### config.mk
export PLATFORM = sky130hd
export DESIGN_NAME = alu_opcode_seq
export DESIGN_NICKNAME = d
export VERILOG_FILES = /design/src/rtl/alu_pkg.sv /design/src/rtl/alu_opcode_onehot.sv /design/src/rtl/alu_opcode_seq.sv
export SDC_FILE = /design/constraint.sdc
export NUM_CORES = 1
export LEC_CHECK = 0
export BUFFER_PORTS_ARGS = -buffer_cell sky130_fd_sc_hd__buf_4
export CAP_MARGIN = 15
export CORE_AREA = 4 4 41 43
export CTS_BUF_LIST = sky130_fd_sc_hd__clkbuf_4
export CTS_CLUSTER_DIAMETER = 60
export DETAILED_ROUTE_END_ITERATION = 8
export DIE_AREA = 0 0 45 47
export HOLD_SLACK_MARGIN = 0.12
export PLACE_DENSITY = 0.58
export SYNTH_ARGS = -nofsm -noshare
export SYNTH_HDL_FRONTEND = slang
export SYNTH_SLANG_ARGS = --single-unit
### constraint.sdc
create_clock -name clock -period 1.6 [get_ports clock]
set_input_delay 0.08 -clock clock [delete_from_list [all_inputs] [get_ports clock]]
set_output_delay 0.08 -clock clock [all_outputs]
set_load 0.02 [all_outputs]
### src/rtl/alu_pkg.sv
// Shared opcode values, one-hot bit positions and sequencer state type.
// Build option: ALU_OPSEQ_MULDIV_EN enables the multi-cycle MULT/DIV state.
package alu_pkg;

  localparam int unsigned ONEHOT_W = 8;

  localparam int unsigned OP_ADD  = 0;
  localparam int unsigned OP_SUB  = 1;
  localparam int unsigned OP_AND  = 2;
  localparam int unsigned OP_OR   = 3;
  localparam int unsigned OP_SLL  = 4;
  localparam int unsigned OP_SRA  = 5;
  localparam int unsigned OP_MULT = 6;
  localparam int unsigned OP_DIV  = 7;

  localparam int unsigned BIT_ADD  = 0;
  localparam int unsigned BIT_SUB  = 1;
  localparam int unsigned BIT_AND  = 2;
  localparam int unsigned BIT_OR   = 3;
  localparam int unsigned BIT_SLL  = 4;
  localparam int unsigned BIT_SRA  = 5;
  localparam int unsigned BIT_MULT = 6;
  localparam int unsigned BIT_DIV  = 7;

  typedef enum logic [1:0] {
    IDLE
    , HOLD
`ifdef ALU_OPSEQ_MULDIV_EN
    , MC_BUSY
`endif
  } state_t;

endpackage

### src/rtl/alu_opcode_onehot.sv
// Combinational opcode decoder: OPW-bit opcode to 8-bit one-hot plus illegal flag.
// Build option: ALU_OPSEQ_MULDIV_EN makes opcodes 6/7 legal (MULT/DIV).
module alu_opcode_onehot
  import alu_pkg::*;
#(
  parameter int unsigned OPW = 5
) (
  input  logic [OPW-1:0]      opcode,
  output logic [ONEHOT_W-1:0] op_c,
  output logic                illegal_c
);

  always_comb begin
    op_c      = '0;
    illegal_c = 1'b0;
    case (32'(opcode))
      OP_ADD:  op_c[3'(BIT_ADD)] = 1'b1;
      OP_SUB:  op_c[3'(BIT_SUB)] = 1'b1;
      OP_AND:  op_c[3'(BIT_AND)] = 1'b1;
      OP_OR:   op_c[3'(BIT_OR)]  = 1'b1;
      OP_SLL:  op_c[3'(BIT_SLL)] = 1'b1;
      OP_SRA:  op_c[3'(BIT_SRA)] = 1'b1;
`ifdef ALU_OPSEQ_MULDIV_EN
      OP_MULT: op_c[3'(BIT_MULT)] = 1'b1;
      OP_DIV:  op_c[3'(BIT_DIV)]  = 1'b1;
`endif
      default: illegal_c = 1'b1;
    endcase
  end

endmodule

### src/rtl/alu_opcode_seq.sv
// Opcode sequencer: accepts opcodes, holds a one-hot decoded result until consumed.
// Build option: ALU_OPSEQ_MULDIV_EN enables multi-cycle MULT/DIV with a busy phase.
module alu_opcode_seq
  import alu_pkg::*;
#(
  parameter int unsigned OPW       = 5,
  parameter int unsigned MC_CYCLES = 32
) (
  input  logic           clock,
  input  logic           reset,
  input  logic           in_valid,
  output logic           in_ready,
  input  logic [OPW-1:0] ctrl_opcode,
  output logic           out_valid,
  input  logic           out_ready,
  output logic [7:0]     out_op,
  output logic           out_illegal,
  output logic           busy,
  input  logic           err_clr,
  output logic           err_sticky
);

  if (OPW < 3 || OPW > 8) begin : g_bad_opw
    $error("alu_opcode_seq: OPW out of range 3..8");
  end
  if (MC_CYCLES < 2 || MC_CYCLES > 255) begin : g_bad_mc
    $error("alu_opcode_seq: MC_CYCLES out of range 2..255");
  end

  state_t                state;
  logic [ONEHOT_W-1:0]   dec_op;
  logic                  dec_illegal;
  logic                  xfer;

  alu_opcode_onehot #(.OPW(OPW)) u_dec (
    .opcode    (ctrl_opcode),
    .op_c      (dec_op),
    .illegal_c (dec_illegal)
  );

  assign in_ready = (state == IDLE) | ((state == HOLD) & out_ready);
  assign xfer     = in_valid & in_ready;

`ifdef ALU_OPSEQ_MULDIV_EN
  localparam int unsigned CNTW = $clog2(MC_CYCLES);
  logic [CNTW-1:0] mc_cnt;
  logic            mc_div;
  logic            dec_multi;
  assign dec_multi = |dec_op[7:6];
`else
  assign busy = 1'b0;
`endif

  // Single-process FSM; HOLD accepts a new opcode in the same cycle it is drained.
  always_ff @(posedge clock or posedge reset) begin
    if (reset) begin
      state       <= IDLE;
      out_valid   <= 1'b0;
      out_op      <= '0;
      out_illegal <= 1'b0;
      err_sticky  <= 1'b0;
`ifdef ALU_OPSEQ_MULDIV_EN
      busy        <= 1'b0;
      mc_cnt      <= '0;
      mc_div      <= 1'b0;
`endif
    end else begin
      if (xfer && dec_illegal) begin
        err_sticky <= 1'b1;
      end else if (err_clr) begin
        err_sticky <= 1'b0;
      end

      case (state)
        IDLE, HOLD: begin
          if (xfer) begin
`ifdef ALU_OPSEQ_MULDIV_EN
            if (dec_multi) begin
              state       <= MC_BUSY;
              mc_cnt      <= CNTW'(MC_CYCLES - 1);
              mc_div      <= dec_op[3'(BIT_DIV)];
              busy        <= 1'b1;
              out_valid   <= 1'b0;
              out_op      <= '0;
              out_illegal <= 1'b0;
            end else
`endif
            begin
              state       <= HOLD;
              out_valid   <= 1'b1;
              out_op      <= dec_op;
              out_illegal <= dec_illegal;
            end
          end else if ((state == HOLD) && out_ready) begin
            state       <= IDLE;
            out_valid   <= 1'b0;
            out_op      <= '0;
            out_illegal <= 1'b0;
          end
        end
`ifdef ALU_OPSEQ_MULDIV_EN
        MC_BUSY: begin
          if (mc_cnt == '0) begin
            state     <= HOLD;
            busy      <= 1'b0;
            out_valid <= 1'b1;
            out_op    <= mc_div ? (8'(1) << BIT_DIV) : (8'(1) << BIT_MULT);
          end else begin
            mc_cnt <= mc_cnt - CNTW'(1);
          end
        end
`endif
        default: state <= IDLE;
      endcase
    end
  end

endmodule

# [Word level (Yosys, flattened, before mapping)]
# Cells that the tools add are included.
[op_classes] n_eq_ne=7 mux=17 bitwise_logic=3 reduce_logical=9
[op_table] op="$mux W8" n=2
[op_table] op="$mux W1" n=12
[op_table] op="$eq A5 B2 Y1 const B" n=2
[op_table] op="$eq A5 B3 Y1 const B" n=2
[op_table] op="$mux W2" n=3
[op_table] op="$reduce_or A6 Y1" n=1
[op_table] op="$eq A5 B1 Y1 const B" n=1
[op_table] op="$logic_not A5 Y1" n=1
[op_table] op="$reduce_bool A2 Y1" n=2
[op_table] op="$ne A3 B3 Y1 const B" n=1
[op_table] op="$and A1 B1 Y1" n=2
[op_table] op="$eq A2 B1 Y1 const B" n=1
[op_table] op="$logic_and A1 B1 Y1" n=2
[op_table] op="$logic_not A2 Y1" n=1
[op_table] op="$reduce_and A2 Y1" n=1
[op_table] op="$reduce_or A2 Y1" n=1
[op_table] op="$or A1 B1 Y1" n=1
[word_totals] ff_bits=13 inputBits=10 out_inout_bits=13 word_cells=41

# [Longest topological paths before layout]
# Gate-level depths: netlist (run 1).
[logic_depth] word_depth=6 mapped_depth=4 mapped_depth_nobuf=3

# [Modules after synthesis]
# Synthesis (run 1) repeated with hierarchy kept, for this count alone.
[unflattened] cells_unflattened=56 area_unflattened_um2=615.6
[modules_own_cells] mod="alu_opcode_seq" n_inst=1 cells_each=43 area_each_um2=511.7 seq_area_each_um2=275.3
[modules_own_cells] mod="alu_opcode_onehot" n_inst=1 cells_each=13 area_each_um2=103.8 seq_area_each_um2=0.0

# [Worst setup path after synthesis (run 1)]
# No wires, ideal clock.
[synth_path] path_type="flip-flop to flip-flop" from="register state[0]" to="register out_op[0]" setup_time_ns=0.110 arrival_ns=1.050 required_ns=1.490 slack_ns=0.439 path_stages_with_launch=4 n_path_buf=0 synth_period_minus_slack_ns=1.161 path_cell_list="dfrtp_1 mux2i_1 nand2_1 o41ai_1"
[synth_via] elab_chain_len=6 elab_cells_between_ends=10 cone_classes="eq/ne (1); mux (1); bitwise (3); reduce/logical (5)"
[synth_rtl] item="start, declared" line="alu_opcode_seq.sv:30" rtl="state_t state;"
[synth_rtl] item="start signal, assigned" line="alu_opcode_seq.sv:57" rtl="state <= IDLE;"
[synth_rtl] item="start signal, assigned" line="alu_opcode_seq.sv:89" rtl="state <= HOLD;"
[synth_rtl] item="start signal, assigned" line="alu_opcode_seq.sv:95" rtl="state <= IDLE;"
[synth_rtl] item="$eq A2 B1 Y1" line="alu_opcode_seq.sv:41, alu_opcode_seq.sv:74, alu_opcode_seq.sv:94"
[synth_rtl] item="$and A1 B1 Y1" line="alu_opcode_seq.sv:41" rtl="assign in_ready = (state == IDLE) | ((state == HOLD) & out_ready);"
[synth_rtl] item="$or A1 B1 Y1" line="alu_opcode_seq.sv:41"
[synth_rtl] item="$and A1 B1 Y1" line="alu_opcode_seq.sv:42" rtl="assign xfer = in_valid & in_ready;"
[synth_rtl] item="$reduce_bool A2 Y1 (no source line)"
[synth_rtl] item="$reduce_and A2 Y1 (no source line)"
[synth_rtl] item="end signal, assigned" line="alu_opcode_seq.sv:91" rtl="out_op <= dec_op;"
[synth_rtl] item="end, declared" line="alu_opcode_seq.sv:16" rtl="output logic [7:0] out_op,"
# Parallel ways exist; a longest one is shown, timed or not.
# A chain may end at the register's enable or synchronous reset.

# [Worst setup path in the final report (run 1)]
[layout_path] from="input port ctrl_opcode[1]" to="register err_sticky"
[layout_via] elab_chain_len=5 elab_cells_between_ends=11 cone_classes="eq/ne (5); mux (2); reduce/logical (4)"
[layout_rtl] item="start, declared" line="alu_opcode_seq.sv:13" rtl="input logic [OPW-1:0] ctrl_opcode,"
[layout_rtl] item="$eq A5 B1 Y1, or another cell as far along" line="alu_opcode_onehot.sv:16" rtl="case (32'(opcode))"
[layout_rtl] item="$reduce_or A6 Y1 (no source line) (*)"
[layout_rtl] item="$mux W1 (*)" line="alu_opcode_onehot.sv:16"
[layout_rtl] item="$logic_and A1 B1 Y1 (*)" line="alu_opcode_seq.sv:68" rtl="if (xfer && dec_illegal) begin"
[layout_rtl] item="$mux W1 / $reduce_bool A2 Y1 (equally long branches)"
[layout_rtl] item="end signal, assigned" line="alu_opcode_seq.sv:61" rtl="err_sticky <= 1'b0;"
[layout_rtl] item="end signal, assigned" line="alu_opcode_seq.sv:69" rtl="err_sticky <= 1'b1;"
[layout_rtl] item="end signal, assigned" line="alu_opcode_seq.sv:71" rtl="err_sticky <= 1'b0;"
[layout_rtl] item="end, declared" line="alu_opcode_seq.sv:20" rtl="output logic err_sticky"
# Mark *: on every way between the ends. The rest lies on a longest branch, timed or not.

==> flow_summary_export.csv, run 1 <==
group,metric,value,unit
setup_path,max_stage_delay,0.56,ns
floorplanning,io_pins,23,
yosys,syn-instance-count,46,
drt,vias,466,
setup_path,cp_max_fo,3,
clocking,path_clk_slew,0.07,ns
yosys,yosys.cell_types.count,19,
floorplanning,fp.dieArea,2115,um^2
yosys,yosysTopAreaCellShare,50.00,%
drt,routedWlPerCell,14.35,um
setup_path,worst_path_max_delay_cell,"dlygate4sd3_1",
drt,dr.pass1.iters,4,
setup_path,crit_type,"in -> reg",
sta,tns,0,ns
sta,fmax,636.6,MHz
clocking,cts_tree,"yes",
drt,routed_wl,1.306,mm
placed_design,port_buffers,19,
job,cap_violations,0,
layout,layout-drive-gt1-share,38.16,%
clocking,clock-root-buffer,"clkbuf_4",
layout,nets,87,
pwr,p_per_area,787.8,nW/um^2
yosys,synth_area,450.4,um^2
floorplanning,die_h,47,um
grt,grt_pass1_wl,1.904,mm
clocking,cts_buffer_depth,2,
placed_design,placed_cell_area,591.8,um^2
floorplanning,initial_core_util,34.62,%
setup_path,worstPathArrival,1.72,ns
grt,grt_usage,12.91,%
yosys,yosys_warnings,0,
clocking,ctsHtreeMaxLevel,1,
yosys,synth-seq-cells,9,
yosys,synth_area_leaders,"dfrtp_1, o41ai_1, nand2_1",
pwr,vdd_drop_max,621.8,uV
sta,drv_slew,0,
sta,setup_viol,0,
grt,antenna_found_initial,0,
drt,drt_first_iter_violations,13,
layout,areaGrowthSynthToFinish,65.28,%
yosys,avgSynthCellArea,9.792,um^2
floorplanning,rows,13,
grt,grt-ovfl-total,0,
sta,worst_slew_pin_slew,0.5149,ns
drt,ant_nets,0,
pwr,p_leak,0.3928,nW
setup_path,r2r_slack,0.25,ns
setup_path,path_buf_inv,3,
setup_path,worst_setup_path_end_kind,"flip-flop",
sta,skew,0.0003131,ns
sta,hold_viol_final,0,
clocking,numCtsBuffers,3,
clocking,clock_latency,0.26,ns
yosys,synth.yosys.seq_area_share,50.00,%
setup_path,crit_family,"buffers and inverters",
min_path,hold_class,"in -> reg",
drt,drc_errors,0,
floorplanning,die_x,45,um
layout,stdcell_area,744.5,um^2
status,status,"completed",
placed_design,gp_congestion,0.7042,
floorplanning,core_area,1301,um^2
drt,viasPerCell,5.121,
setup_path,worst_setup_path_start_kind,"primary input",
setup_path,path_cells,"dlygate4sd3_1, buf_4, a211oi_4, o22ai_1, dlygate4sd3_1",
layout,nFillCells,125,
yosys,synth_area_leader_cell,"dfrtp_1",
sta,relSlewSlack,64.69,%
layout,diodes,0,
grt,grt_pass1_vias,419,
sta,timing.final.crit_share,98.17,%
setup_path,cp_common_cell,"dlygate4sd3_1",
sta,rsz0062_at_grt,"no",
sta,post-route-min-period,1.571,ns
grt,grt_max_degree,10,
setup_path,required,1.75,ns
clocking,post_cts_buffers,0,
clocking,clock-sinks,9,
[through the flow]
| stage | setup slack (ns) | util, % | total power, mW | hold WS [ns] | instances |
|---|---|---|---|---|---|
| 5_1_grt | 0.01677 | 57.21 | 0.6125 | 0.1545 | 91 |
| 3_5_place_dp | 0.3577 | 45.48 | 0.3600 | 0.08214 | 78 |
| 6_report | 0.02923 | 57.21 | 0.5865 | 0.1411 | 91 |
| 3_3_place_gp | 0.3836 | 45.48 | 0.3589 | 0.07619 | 78 |
| 4_1_cts | 0.005317 | 54.71 | 0.5790 | 0.1445 | 91 |
| 2_1_floorplan | 0.4391 | - | 0.3131 | -0.09208 | 48 |
[cell usage after synthesis]
cell type / n
nand3_2: 1
nor2_1: 2
a211o_1: 1
inv_1: 6
o221ai_1: 1
buf_4: 3
nand2b_1: 1
o21ai_0: 2
conb_1: 1
mux2i_1: 1
a211oi_2: 1
nand2b_4: 1
o41ai_1: 4
nand4_1: 1
dfrtp_1: 9
nor2b_1: 1
clkbuf_2: 1
nand2_1: 8
o22ai_1: 1
[timing repair]
item                                    in CTS  in global routing
resized for setup                            0                  5
hold buffers                                 9                  0
endpoints found under the hold margin       16                  0
endpoints found under the setup margin       0                  4
[registers in the layout, indices dropped and copies added, names as in the netlist]
signal / count
state: 1
out_illegal: 1
out_op: 6
err_sticky: 1
[worst paths after layout]
check	from	end	cells after the start
max in group asynchronous	reset	out_op[4]	3
min reg2reg	out_op[0]	out_op[0]	2
max	ctrl_opcode[1]	err_sticky	5
max reg2reg	state[0]	err_sticky	4
min in group asynchronous	reset	out_op[3]	3
min	ctrl_opcode[4]	out_illegal	3
[cell families (layout without fill, tap and decap cells)]
group | after synthesis | count (layout) | synth area share (%)
flops | 9 | 9 | 50.00
mux | 1 | 1 | 2.222
simple gates | 15 | 15 | 17.78
other cells | 1 | 3 | 0.8325
buf+inv | 10 | 38 | 11.11
compound gates | 10 | 10 | 18.06
[cell type report]
cell class	instances	area, um^2	share of cell area (%)
inverters	6	22.52	3.025
well taps	15	18.77	2.521
flip-flops and latches	9	225.2	30.25
repair buffers	28	235.2	31.60
multi-input cells	29	212.7	28.57
clock buffers	4	30.03	4.034
[placed cells by master (no fill, tap or decap), drive strengths merged]
cell type	netlist	layout
mux2i	1	1
o221ai	1	1
dfrtp	9	9
nor2	2	2
o22ai	1	1
a211oi	1	1
nand3	1	1
nor2b	1	1
o41ai	4	4
nand4	1	1
dlygate4sd3	0	8
clkbuf	1	4
inv	6	6
nand2b	2	2
a211o	1	1
dlymetal6s4s	0	1
o21ai	2	2
nand2	8	8
conb	1	3
buf	3	19
[power by group]
part | internal (mW) | leakage, nW | switching (mW)
Sequential | 0.238 | 0.118 | 0.00848
Clock | 0.113 | 0.0184 | 0.0903
Combinational | 0.0632 | 0.257 | 0.0729
Total | 0.415 | 0.393 | 0.172
[metal layers]
layer | GRT usage (%) | share of wire [%]
met5 | 0 | 0
met1 | 16.55 | 40
met3 | 4.598 | 7.3
met2 | 20.62 | 50
met4 | 3.509 | 1.9
[worst register-to-register path: cells and delay by family (launching register included)]
family | cells | cell delay [ns]
simple gates | 2 | 0.18
flops | 1 | 0.44
compound gates | 1 | 0.06
buf+inv | 1 | 0.56
No activity file was read; power rests on OpenSTA's default activity.
==> inputs of run 2 (changes only) <==
--- a/config.mk
+++ b/config.mk
@@ -14,6 +14,7 @@
 export DIE_AREA = 0 0 45 47
 export HOLD_SLACK_MARGIN = 0.12
 export PLACE_DENSITY = 0.58
+export REMOVE_ABC_BUFFERS = 1
 export SYNTH_ARGS = -nofsm -noshare
 export SYNTH_HDL_FRONTEND = slang
 export SYNTH_SLANG_ARGS = --single-unit
==> run 2 against run 1 <==
Combinational power shrank 8%. Total power down 3.1%. Hold slack got worse by 0.039 ns. Global-route usage is 0.63 points higher.
==> flow_summary_export.csv, run 2 (synthesis results as in run 1) <==
group,metric,value,unit
status,status,"completed",
placed_design,gp_congestion,0.7503,
sta,drv_slew,0,
grt,grt_pass1_vias,424,
drt,routedWlPerCell,13.38,um
floorplanning,rows,13,
layout,stdcell_area,703.2,um^2
placed_design,port_buffers,19,
clocking,numCtsBuffers,3,
grt,grt_usage,13.54,%
pwr,p_leak,0.3586,nW
drt,ant_nets,0,
pwr,p_sw_share,27.96,%
pwr,clock_power_share,34.6,%
sta,setup_viol,0,
placed_design,dp_hpwl,848.6,um
layout,nFillCells,133,
placed_design,placed_cells,78,
grt,grt_max_degree,10,
pwr,p_sw,0.1589,mW
clocking,clock-sinks,9,
drt,drc_errors,0,
sta,relSlewSlack,64.43,%
setup_path,cp_max_fo,6,
layout,layout_common_cells,"buf_4, dfrtp_1, nand2_1, dlygate4sd3_1, inv_1",
layout,layout-drive-gt1-share,35.14,%
layout,regArea,225.2,um^2
clocking,path_clk_slew,0.07,ns
sta,skew,0.009168,ns
sta,setup_slack,0.3534,ns
layout,top_register,"out_op",
sta,post-route-min-period,1.247,ns
layout,nets,85,
grt,grt_pass1_wl,1.869,mm
sta,tns,0,ns
sta,holdWs,0.1023,ns
setup_path,r2r_slack,0.35,ns
job,cap_violations,0,
layout,multi_input_area,190.2,um^2
layout,diodes,0,
floorplanning,initial_core_util,34.62,%
placed_design,place_ws,0.3395,ns
layout,post-route-util,54.04,%
clocking,clock-root-buffer,"clkbuf_4",
drt,vias,411,
drt,viasPerCell,4.618,
layout,final_common_cell,"buf_4",
clocking,cts_buffer_depth,2,
drt,dr.pass1.iters,3,
clocking,clock_latency,0.27,ns
floorplanning,io_pins,23,
sta,timing.final.crit_share,77.91,%
setup_path,worstPathArrival,1.40,ns
drt,routed_wl,1.191,mm
drt,drt_first_iter_violations,5,
sta,worst_slew_pin_slew,0.5187,ns
sta,fmax,802.2,MHz
pwr,fin_total_pwr,0.5682,mW
sta,rsz0062_at_grt,"no",
clocking,cts_tree,"yes",
setup_path,worst_setup_path_start_kind,"flip-flop",
layout,stdcell_count,89,
floorplanning,core_area,1301,um^2
pwr,p_seq_share,43.5,%
clocking,post_cts_buffers,0,
floorplanning,die_x,45,um
grt,antenna_found_initial,0,
floorplanning,die_h,47,um
placed_design,placed_cell_area,591.8,um^2
clocking,ctsHtreeMaxLevel,1,
min_path,hold_class,"in -> reg",
setup_path,required,1.75,ns
pwr,p_per_area,808.0,nW/um^2
setup_path,crit_type,"reg -> reg",
setup_path,worst_setup_path_end_kind,"flip-flop",
layout,largest_reg_flops,6,
floorplanning,fp.dieArea,2115,um^2
pwr,p_int,0.4093,mW
sta,hold_viol_final,0,
pwr,power_frac_comb,21.9,%
pwr,vdd_drop_max,400.4,uV
grt,grt-ovfl-total,0,
layout,areaGrowthSynthToFinish,56.11,%
[run 2: cell count changes in the layout (fill, tap and decap cells not counted), sizes merged]
cell and delta:
dlymetal6s4s -1, dlygate4sd3 -1
[run 2: final timing paths]
kind	cells after the start	from	endpoint
max	3	state[0]	out_op[4]
min	3	ctrl_opcode[3]	err_sticky
max reg2reg	3	state[0]	out_op[4]
min reg2reg	2	out_op[3]	out_op[3]
max in group asynchronous	3	reset	out_op[4]
min in group asynchronous	3	reset	out_op[2]
[run 2: repair_timing]
item                                    CTS  global route
resized for setup                         0             2
hold endpoints to repair                 17             0
hold buffers                              8             0
endpoints found under the setup margin    0             1
[run 2: metal layers]
metal  wire length (um)  GRT usage [%]  vias to the layer above
met5                  0              0                        -
met4                 48          14.04                        0
met3                108          4.598                        4
met2                572          19.21                       17
met1                462          15.35                      179
li1                   -              -                      211
[run 2: final cells by class]
type                       instances  area share [%]
timing repair buffer              26           30.78
tap                               15           2.669
multi-input combinational         29           27.05
inverter                           6           3.203
clock buffer                       4           4.270
sequential                         9           32.03
[run 2: power groups by stage]
stage	combinational [mW]	sequential [mW]	clock, mW
2_1_floorplan	0.0405	0.264	0
3_3_place_gp	0.107	0.251	0
3_5_place_dp	0.108	0.251	0
4_1_cts	0.125	0.247	0.205
5_1_grt	0.137	0.249	0.205
6_report	0.125	0.247	0.196
[run 2: worst max-delay path, cell delays in order (launching register included)]
cell	delay, ns
dfrtp_1	0.44
mux2i_1	0.50
nand2_1	0.12
o41ai_1	0.08
==> inputs of run 3 (changes only) <==
--- a/config.mk
+++ b/config.mk
@@ -5,6 +5,7 @@
 export SDC_FILE = /design/constraint.sdc
 export NUM_CORES = 1
 export LEC_CHECK = 0
+export ABC_AREA = 1
 export BUFFER_PORTS_ARGS = -buffer_cell sky130_fd_sc_hd__buf_4
 export CAP_MARGIN = 15
 export CORE_AREA = 4 4 41 43
@@ -13,7 +14,7 @@
 export DETAILED_ROUTE_END_ITERATION = 8
 export DIE_AREA = 0 0 45 47
 export HOLD_SLACK_MARGIN = 0.12
-export PLACE_DENSITY = 0.58
+export PLACE_DENSITY = 0.61
 export REMOVE_ABC_BUFFERS = 1
 export SYNTH_ARGS = -nofsm -noshare
 export SYNTH_HDL_FRONTEND = slang
==> constraint.sdc (replaced) <==
create_clock -name clock -period 1.2 [get_ports clock]
set_input_delay 0.06 -clock clock [delete_from_list [all_inputs] [get_ports clock]]
set_output_delay 0.06 -clock clock [all_outputs]
set_load 0.02 [all_outputs]
==> run 3 against run 2 <==
Cell count up 25%. Clock power up 32%. Area after synthesis up 6.1%. Critical path type is now reg -> out. Largest power group unchanged. Highest routed layer unchanged.
==> flow_summary_export.csv, run 3 <==
group,metric,value,unit
drt,vias,494,
yosys,synth_edf_count,0,
yosys,yosys.cell_types.count,12,
clocking,cts_buffer_depth,2,
drt,routedWlPerCell,10.78,um
drt,dr.pass1.iters,4,
floorplanning,initial_core_util,36.73,%
yosys,yosysTopAreaCellShare,47.12,%
sta,hold_viol_final,0,
layout,areaGrowthSynthToFinish,53.66,%
layout,stdcell_area,734.5,um^2
yosys,synth-seq-cells,9,
clocking,clock-sinks,9,
job,cap_violations,0,
yosys,synthMostInstantiatedCell,"nand2_1",
floorplanning,fp.dieArea,2115,um^2
drt,drt_first_iter_violations,9,
layout,layout-drive-gt1-share,27.08,%
setup_path,max_stage_delay,0.42,ns
sta,setup_viol,0,
placed_design,gp_congestion,0.7169,
floorplanning,io_pins,23,
pwr,fin_total_pwr,0.7558,mW
setup_path,worstPathArrival,0.96,ns
sta,timing.final.crit_share,85.27,%
sta,rsz0062_at_grt,"no",
yosys,ys.flop_type,"dfrtp_1",
yosys,avgSynthCellArea,7.242,um^2
grt,grt_max_degree,10,
layout,final_common_cell,"nand2_1",
layout,layout_common_cells,"nand2_1, buf_4, inv_1, nand3_1, dfrtp_1",
clocking,post_cts_buffers,0,
yosys,synth_area,478.0,um^2
yosys,synth_area_leader_cell,"dfrtp_1",
clocking,cts_hold_buf,8,
placed_design,placed_cell_area,624.3,um^2
pwr,p_leak,0.4188,nW
sta,skew,0.002535,ns
placed_design,port_buffers,19,
grt,grt_usage,14.08,%
clocking,numCtsBuffers,3,
layout,diodes,0,
min_path,hold_class,"in -> reg",
sta,post-route-min-period,1.023,ns
clocking,cts_tree,"yes",
setup_path,worst_setup_path_start_kind,"flip-flop",
grt,grt-ovfl-total,0,
clocking,clock-root-buffer,"clkbuf_4",
floorplanning,core_area,1301,um^2
drt,viasPerCell,4.450,
yosys,syn-instance-count,66,
grt,grt_pass1_vias,481,
setup_path,worst_setup_path_end_kind,"primary output",
clocking,ctsHtreeMaxLevel,1,
sta,fmax,977.2,MHz
layout,largest_reg_flops,6,
setup_path,crit_type,"reg -> out",
yosys,synth.yosys.seq_area_share,47.12,%
setup_path,cp_max_fo,5,
pwr,p_per_area,1029,nW/um^2
drt,routed_wl,1.197,mm
yosys,yosys_warnings,0,
setup_path,path_buf_inv,1,
drt,ant_nets,0,
clocking,clock_latency,0.26,ns
placed_design,dp_hpwl,851,um
setup_path,required,1.14,ns
clocking,ctsResizeCount,0,
clocking,path_clk_slew,0.06,ns
sta,drv_slew,0,
setup_path,worst_path_max_delay_cell,"dfrtp_1",
yosys,synth_area_leaders,"dfrtp_1, nand2_1, nand3_1",
pwr,vdd_drop_max,456.6,uV
drt,drc_errors,0,
grt,antenna_found_initial,0,
grt,grt_pass1_wl,2.042,mm
floorplanning,rows,13,
floorplanning,die_x,45,um
yosys,synth_common_cells,"nand2_1, inv_1, nand3_1, dfrtp_1, nor2_1",
yosys,synth_async_sr_flop_share,100.0,%
layout,top_register,"out_op",
setup_path,crit_family,"flip-flops",
status,status,"completed",
floorplanning,die_h,47,um
setup_path,path_cells,"nand2_1, buf_4",
layout,nets,107,
sta,tns,0,ns
==> run 3: cell types whose count changed after synthesis, sizes merged, moves of 2 or more <==
cell	previous run	this run
nor2	2	7
o41ai	4	0
nand3	1	10
nand2	8	22
inv	6	10
nand2b	2	0
==> run 3: layout make-up <==
type                            instances  area [um^2]
Multi-Input combinational cell         46        200.2
Fill cell                             135        566.8
Inverter                               10        37.54
Timing Repair Buffer                   27        222.7
Sequential cell                         9        225.2
Tap cell                               15        18.77
Clock buffer                            4        30.03
==> run 3: worst paths after layout <==
kind                        startpoint          end  slack [ns]  cells after the start
hold / removal               out_ready     state[0]        0.12                      4
hold reg to reg            out_illegal  out_illegal        0.51                      2
max in group asynchronous        reset    out_op[2]        0.63                      3
min in group asynchronous        reset    out_op[5]        0.31                      3
setup reg to reg              state[0]    out_op[0]        0.23                      4
setup / recovery              state[0]     in_ready        0.18                      2
==> run 3: cell families after synthesis <==
logic type	count (synthesis)	share of synthesized area, %
and+or+nand+nor	40	34.82
buffers and inverters	13	12.57
DFF	9	47.12
AOI/OAI and AO/OA	3	4.712
other	1	0.7846
==> run 3: power breakdown <==
| part | leakage (nW) | total, mW | switching [mW] | internal [mW] |
|---|---|---|---|---|
| Sequential | 0.118 | 0.327 | 0.00903 | 0.318 |
| Combinational | 0.283 | 0.170 | 0.0950 | 0.0747 |
| Clock | 0.0184 | 0.259 | 0.108 | 0.151 |
| Total | 0.419 | 0.756 | 0.212 | 0.544 |
==> run 3: worst reg2reg max path: cells and delay by family (launching register included) <==
family                 cells  cell delay [ns]
AO/OA/AOI/OAI              1             0.08
flip-flops                 1             0.42
buffers and inverters      1             0.07
AND/OR/NAND/NOR            2             0.28
==> run 3: stage by stage <==
step	util [%]	std cells	hold WS, ns	worst slack [ns]
detailed placement	47.98	99	0.04788	0.2604
global placement	47.98	99	0.04649	0.2668
global route	56.44	111	0.1249	0.09334
finish	56.44	111	0.1176	0.1767
floorplan	-	65	-0.1121	0.1263
CTS	56.44	111	0.1225	0.1629
==> run 3: metal layers <==
| metal | global-route usage [%] | routed length [um] |
|---|---|---|
| met1 | 15.09 | 477 |
| met5 | 0 | 0 |
| met4 | 12.28 | 48 |
| met3 | 2.299 | 51 |
| met2 | 24.01 | 621 |
